$ cat config.mk
export PLATFORM = sky130hd
export DESIGN_NAME = muldiv_unit
export DESIGN_NICKNAME = d
export VERILOG_FILES = /design/src/rtl/muldiv_unit.sv
export SDC_FILE = /design/constraint.sdc
export NUM_CORES = 1
export LEC_CHECK = 0
export ABC_AREA = 0
export CORE_MARGIN = 4
export CORE_UTILIZATION = 45
export DETAILED_ROUTE_END_ITERATION = 10
export GPL_ROUTABILITY_DRIVEN = 0
export GPL_TIMING_DRIVEN = 0
export MAX_ROUTING_LAYER = met4
export PLACE_DENSITY = 0.66
export SLEW_MARGIN = 40
export SYNTH_ARGS = -nofsm -noshare
export SYNTH_HDL_FRONTEND = slang
export SYNTH_SLANG_ARGS = --single-unit
$ cat constraint.sdc
create_clock -name clk -period 11.84 [get_ports clk]
set_input_delay 2.368 -clock clk [delete_from_list [all_inputs] [get_ports clk]]
set_output_delay 2.368 -clock clk [all_outputs]
set_load 0.01 [all_outputs]
$ cat src/rtl/muldiv_unit.sv
// Multi-cycle signed multiply/divide unit: one bit per cycle, results into HI/LO.
// Define MULDIV_MULT_EN to compile in the shift-add multiply path.
module muldiv_unit #(
  parameter int unsigned WIDTH = 32
) (
  input  logic             clk,
  input  logic             reset,
  input  logic             div_start,
  input  logic             mult_start,
  input  logic [WIDTH-1:0] op_a,
  input  logic [WIDTH-1:0] op_b,
  output logic [WIDTH-1:0] hi,
  output logic [WIDTH-1:0] lo,
  output logic             busy,
  output logic             done,
  output logic             div_zero
);

  localparam int unsigned CNT_W = 6;
  localparam int unsigned ACC_W = 2 * WIDTH;
  localparam logic [CNT_W-1:0] LAST_ITER = CNT_W'(WIDTH - 1);

  typedef enum logic [1:0] {
    IDLE     = 2'd0,
    DIV_RUN  = 2'd1,
`ifdef MULDIV_MULT_EN
    MULT_RUN = 2'd2,
`endif
    FIN      = 2'd3
  } state_e;

  state_e             state_q;
  logic [CNT_W-1:0]   cnt_q;
  logic [ACC_W-1:0]   acc_q;
  logic [WIDTH-1:0]   opnd_q;
  logic               neg_a_q;
  logic               neg_r_q;
  logic               skip_q;
  logic               zero_q;
  logic [WIDTH-1:0]   hi_q;
  logic [WIDTH-1:0]   lo_q;
  logic               busy_q;
  logic               done_q;
  logic               div_zero_q;

  logic [WIDTH-1:0]   mag_a;
  logic [WIDTH-1:0]   mag_b;
  logic [WIDTH:0]     trial;
  logic [ACC_W-1:0]   div_next;
  logic [WIDTH-1:0]   rem_mag;
  logic [WIDTH-1:0]   quo_mag;
  logic [WIDTH-1:0]   div_hi;
  logic [WIDTH-1:0]   div_lo;
`ifdef MULDIV_MULT_EN
  logic [WIDTH:0]     mul_sum;
  logic [ACC_W-1:0]   mul_next;
  logic [ACC_W-1:0]   mul_prod;
`endif

  assign hi       = hi_q;
  assign lo       = lo_q;
  assign busy     = busy_q;
  assign done     = done_q;
  assign div_zero = div_zero_q;

  // Operand magnitudes and one restoring-division step (acc = {remainder, dividend/quotient}).
  always_comb begin
    mag_a = op_a[WIDTH-1] ? WIDTH'(-op_a) : op_a;
    mag_b = op_b[WIDTH-1] ? WIDTH'(-op_b) : op_b;
    trial = {acc_q[ACC_W-1:WIDTH], acc_q[WIDTH-1]} - {1'b0, opnd_q};
    if (!trial[WIDTH]) begin
      div_next = {trial[WIDTH-1:0], acc_q[WIDTH-2:0], 1'b1};
    end else begin
      div_next = {acc_q[ACC_W-2:0], 1'b0};
    end
    rem_mag = div_next[ACC_W-1:WIDTH];
    quo_mag = div_next[WIDTH-1:0];
    div_hi  = neg_a_q ? WIDTH'(-rem_mag) : rem_mag;
    div_lo  = neg_r_q ? WIDTH'(-quo_mag) : quo_mag;
  end

`ifdef MULDIV_MULT_EN
  // Shift-add step: acc = {partial product, remaining multiplier bits}.
  always_comb begin
    mul_sum  = {1'b0, acc_q[ACC_W-1:WIDTH]} + (acc_q[0] ? {1'b0, opnd_q} : '0);
    mul_next = {mul_sum, acc_q[WIDTH-1:1]};
    mul_prod = neg_r_q ? ACC_W'(-mul_next) : mul_next;
  end
`endif

  always_ff @(posedge clk) begin
    if (reset) begin
      state_q    <= IDLE;
      cnt_q      <= '0;
      acc_q      <= '0;
      opnd_q     <= '0;
      neg_a_q    <= 1'b0;
      neg_r_q    <= 1'b0;
      skip_q     <= 1'b0;
      zero_q     <= 1'b0;
      hi_q       <= '0;
      lo_q       <= '0;
      busy_q     <= 1'b0;
      done_q     <= 1'b0;
      div_zero_q <= 1'b0;
    end else begin
      done_q     <= 1'b0;
      div_zero_q <= 1'b0;
      case (state_q)
        IDLE, FIN: begin
          state_q <= IDLE;
          if (div_start) begin
            state_q <= DIV_RUN;
            busy_q  <= 1'b1;
            cnt_q   <= '0;
            acc_q   <= {{WIDTH{1'b0}}, mag_a};
            opnd_q  <= mag_b;
            neg_a_q <= op_a[WIDTH-1];
            neg_r_q <= op_a[WIDTH-1] ^ op_b[WIDTH-1];
            skip_q  <= (op_b == '0);
            zero_q  <= (op_b == '0);
          end else if (mult_start) begin
            busy_q  <= 1'b1;
            cnt_q   <= '0;
`ifdef MULDIV_MULT_EN
            state_q <= MULT_RUN;
            acc_q   <= {{WIDTH{1'b0}}, mag_b};
            opnd_q  <= mag_a;
            neg_a_q <= op_a[WIDTH-1];
            neg_r_q <= op_a[WIDTH-1] ^ op_b[WIDTH-1];
            skip_q  <= 1'b0;
            zero_q  <= 1'b0;
`else
            // No multiplier: complete after one cycle so the requester never stalls.
            state_q <= DIV_RUN;
            skip_q  <= 1'b1;
            zero_q  <= 1'b0;
`endif
          end
        end
        DIV_RUN: begin
          if (skip_q) begin
            state_q    <= FIN;
            busy_q     <= 1'b0;
            done_q     <= 1'b1;
            div_zero_q <= zero_q;
          end else begin
            acc_q <= div_next;
            cnt_q <= cnt_q + CNT_W'(1);
            if (cnt_q == LAST_ITER) begin
              state_q <= FIN;
              busy_q  <= 1'b0;
              done_q  <= 1'b1;
              hi_q    <= div_hi;
              lo_q    <= div_lo;
            end
          end
        end
`ifdef MULDIV_MULT_EN
        MULT_RUN: begin
          acc_q <= mul_next;
          cnt_q <= cnt_q + CNT_W'(1);
          if (cnt_q == LAST_ITER) begin
            state_q <= FIN;
            busy_q  <= 1'b0;
            done_q  <= 1'b1;
            hi_q    <= mul_prod[ACC_W-1:WIDTH];
            lo_q    <= mul_prod[WIDTH-1:0];
          end
        end
`endif
        default: begin
          state_q <= IDLE;
          busy_q  <= 1'b0;
        end
      endcase
    end
  end

endmodule
==> flow_summary.ini <==
[placement]
io_buffers = 132
placed_cell_area_um2 = 13600
dp.cells = 2053
dp_hpwl_um = 31700
post-place-ws_ns = 4.52

[sta]
fin_skew_ns = 0.0161
worst_slew_pin_slew_ns = 0.933
setup_slack_ns = 4.31
post-route-period-util = 0.636
slew_headroom = 0.373
period_needed_ns = 7.53
hold_viol_final = 0
drv_slew = 0
setup_viol = 0
rsz0062_at_grt = false
clock.fmax_ghz = 0.133
fin_tns_setup_ns = 0

[pwr]
switching_share = 0.419
p_int_mw = 1.23
p_sw_uw = 888
cellPowerDensity_nw_per_um2 = 149
seq_power_share = 0.335
p_clk_frac = 0.288
p_comb_frac = 0.378
ir_drop_mv = 0.0978
leakage_nw = 5.37

[synth]
yosys_most_used_dff = dfxtp_1
async_flop_share = 0
syn_area_um2 = 11800
synth_edf_count = 0
ys_ff_latch = 175
synth_cell_types = 79
syn_avg_cell_area_um2 = 7.47
synth_cells = 1586
ys_warn_count = 0
synth.net_count = 1694
seq_area_frac_synth = 0.296

[finish]
stdcell_area_um2 = 14300
instances_no_fill = 2085
fin_util = 0.549
nFillCells = 2486
antenna_cells = 0
layout-drive-gt1-share = 0.0434
areaGrowthSynthToFinish_pct = 20.4
final_nets = 1845

[status]
status = finished clean

[worst_setup_path]
end_kind = flip-flop
critical_path.startpoint = acc_q[31]
r2r-end = hi[30]
critPathLaunchType = flip-flop
reg2reg_slack_ns = 4.31
cp_max_fo = 10
arrival_ns = 7.83
endpoint = hi[30]
worstPathRequired_ns = 12.14
critPathKind = flip-flop to flip-flop
r2r-start = acc_q[31]
worst-r2r-cell-count = 24

[floorplan]
rows = 59
coreArea_um2 = 26000
die_w_um = 170
die_area_um2 = 29000
chipHeight_um = 170
io_pins = 135
start_util = 0.456

[routing]
drc = 0
vias = 12407
first_pass_iters = 7
drtIter0Drc = 1443
ant_nets = 0
via_per_inst = 5.95
wire_per_inst_um = 19.4
wl_um = 40500

[grt]
grt_pass1_vias = 11351
grt_overflow = 0
antenna_found_initial = 0
grt_usage = 0.281
grt_max_degree = 21
grt_pass1_wl_um = 63200

[cts]
postCtsSetupRepairBufs = 0
cts_tree = yes
htree_levels = 4
cts_resized = 0
cts_sinks = 175
holdBufCountCts = 0
clockBufferDepth = 2
clkLatencyLatePin_ns = 0.45
root_buffer = clkbuf_16
clk_pin_slew_worst_paths_ns = 0.08
cts_buffers = 17

[worst_hold_path]
hold_class = flip-flop to flip-flop

[run]
cap_violations = 0
[metal layers]
| layer | GRT usage | vias to the layer above | part of all wire |
|---|---|---|---|
| met5 | - | - | 0 |
| met4 | 0.0635 | 0 | 0.017 |
| met3 | 0.0395 | 70 | 0.079 |
| met2 | 0.408 | 558 | 0.42 |
| met1 | 0.414 | 5772 | 0.48 |
| li1 | - | 6007 | - |
[state kept, by name, summed over array words and instances (netlist names)]
register / cells
busy: 1
state_q: 2
neg_a_q: 1
neg_r_q: 1
opnd_q: 32
zero_q: 1
cnt_q: 6
done: 1
hi: 32
div_zero: 1
skip_q: 1
acc_q: 64
lo: 32
[metrics by stage]
| step | hold WS [ns] | power, mW |
|---|---|---|
| global placement | 0.440 | 1.49 |
| detailed placement | 0.445 | 1.50 |
| CTS | 0.457 | 2.10 |
| floorplan | 0.432 | 1.26 |
| finish | 0.455 | 2.12 |
| global route | 0.464 | 2.24 |
[cell usage in the layout (no fill, tap or decap), drive strengths merged, types with 64 or more instances in the layout]
cell | netlist | routed
clkdlybuf4s50 | 0 | 132
a211oi | 70 | 70
xor2 | 89 | 89
clkbuf | 73 | 90
nand2 | 158 | 158
o21ai | 90 | 90
nor2 | 242 | 242
a21oi | 141 | 141
dfxtp | 175 | 175
inv | 57 | 64
[critical path: stages (launching register included)]
cell       delay (ns)
dfxtp_1          0.45
inv_1            0.08
ha_1             0.23
fa_1             0.41
nand2b_1         0.24
a21oi_1          0.37
o21ai_2          0.20
a2111oi_4        0.50
o21a_1           0.16
buf_2            0.32
nor2_8           0.11
inv_2            0.09
buf_4            0.20
clkbuf_1         0.70
clkbuf_1         0.68
o21ai_1          0.41
inv_1            0.14
ha_1             0.29
nor3b_1          0.48
o211a_1          0.23
a41oi_1          0.14
nor4_4           0.53
nor3_1           0.11
a221oi_1         0.22
a21oi_1          0.10
[synthesized netlist by cell type (9+ instances only)]
library cell	number	area (um2)
mux2i_1	29	290
xor2_1	89	780
nor3_1	33	165
or3_1	28	175
nor2b_1	9	56.3
nand2_1	158	593
or4_1	9	67.6
inv_1	56	210
nor4_1	18	113
dfxtp_1	175	3500
buf_2	11	55.1
a211oi_1	70	526
buf_1	9	33.8
nand2b_1	11	68.8
and3_1	14	87.6
ha_1	39	488
o21ai_0	88	440
nand3_1	20	100
o41ai_1	10	87.6
nor2_1	241	905
a22oi_1	22	165
a21oi_1	141	706
o31ai_1	33	248
o211ai_1	11	82.6
clkbuf_1	72	270
xnor2_1	35	307
a21o_1	13	97.6
[worst min-delay path by stage]
stage               start          to  cells after the start  slack (ns)
5_1_grt        opnd_q[17]  opnd_q[17]                      2        0.46
6_report           hi[18]      hi[18]                      2        0.45
4_1_cts            hi[18]      hi[18]                      2        0.46
3_3_place_gp       hi[18]      hi[18]                      2        0.44
3_5_place_dp       hi[18]      hi[18]                      2        0.45
2_1_floorplan  opnd_q[17]  opnd_q[17]                      2        0.43
[layout make-up]
class / count / area (um2) / area share
Sequential cell: 175 / 3500 / 0.246
Tap cell: 335 / 419 / 0.0294
Clock buffer: 17 / 425 / 0.0298
Inverter: 57 / 214 / 0.0150
Buffer: 94 / 374 / 0.0262
Timing Repair Buffer: 132 / 1320 / 0.0927
Clock inverter: 15 / 210 / 0.0147
Multi-Input combinational cell: 1260 / 7790 / 0.546
[kinds of logic after synthesis]
| group | after synthesis | share of synthesized area |
|---|---|---|
| simple gates | 590 | 0.229 |
| compound gates | 470 | 0.260 |
| flops | 175 | 0.296 |
| buf+inv | 151 | 0.0494 |
| xor+xnor | 124 | 0.0917 |
| fa+ha+maj | 40 | 0.0429 |
| mux | 36 | 0.0312 |
[power groups by stage]
stage | registers [mW] | logic, mW | clock network (mW)
after floorplan | 0.697 | 0.560 | 0
after global placement | 0.717 | 0.769 | 0
after detailed placement | 0.719 | 0.780 | 0
after CTS | 0.706 | 0.785 | 0.612
after global routing | 0.716 | 0.886 | 0.639
final | 0.709 | 0.800 | 0.609
Power figures use the tool's default switching activity.
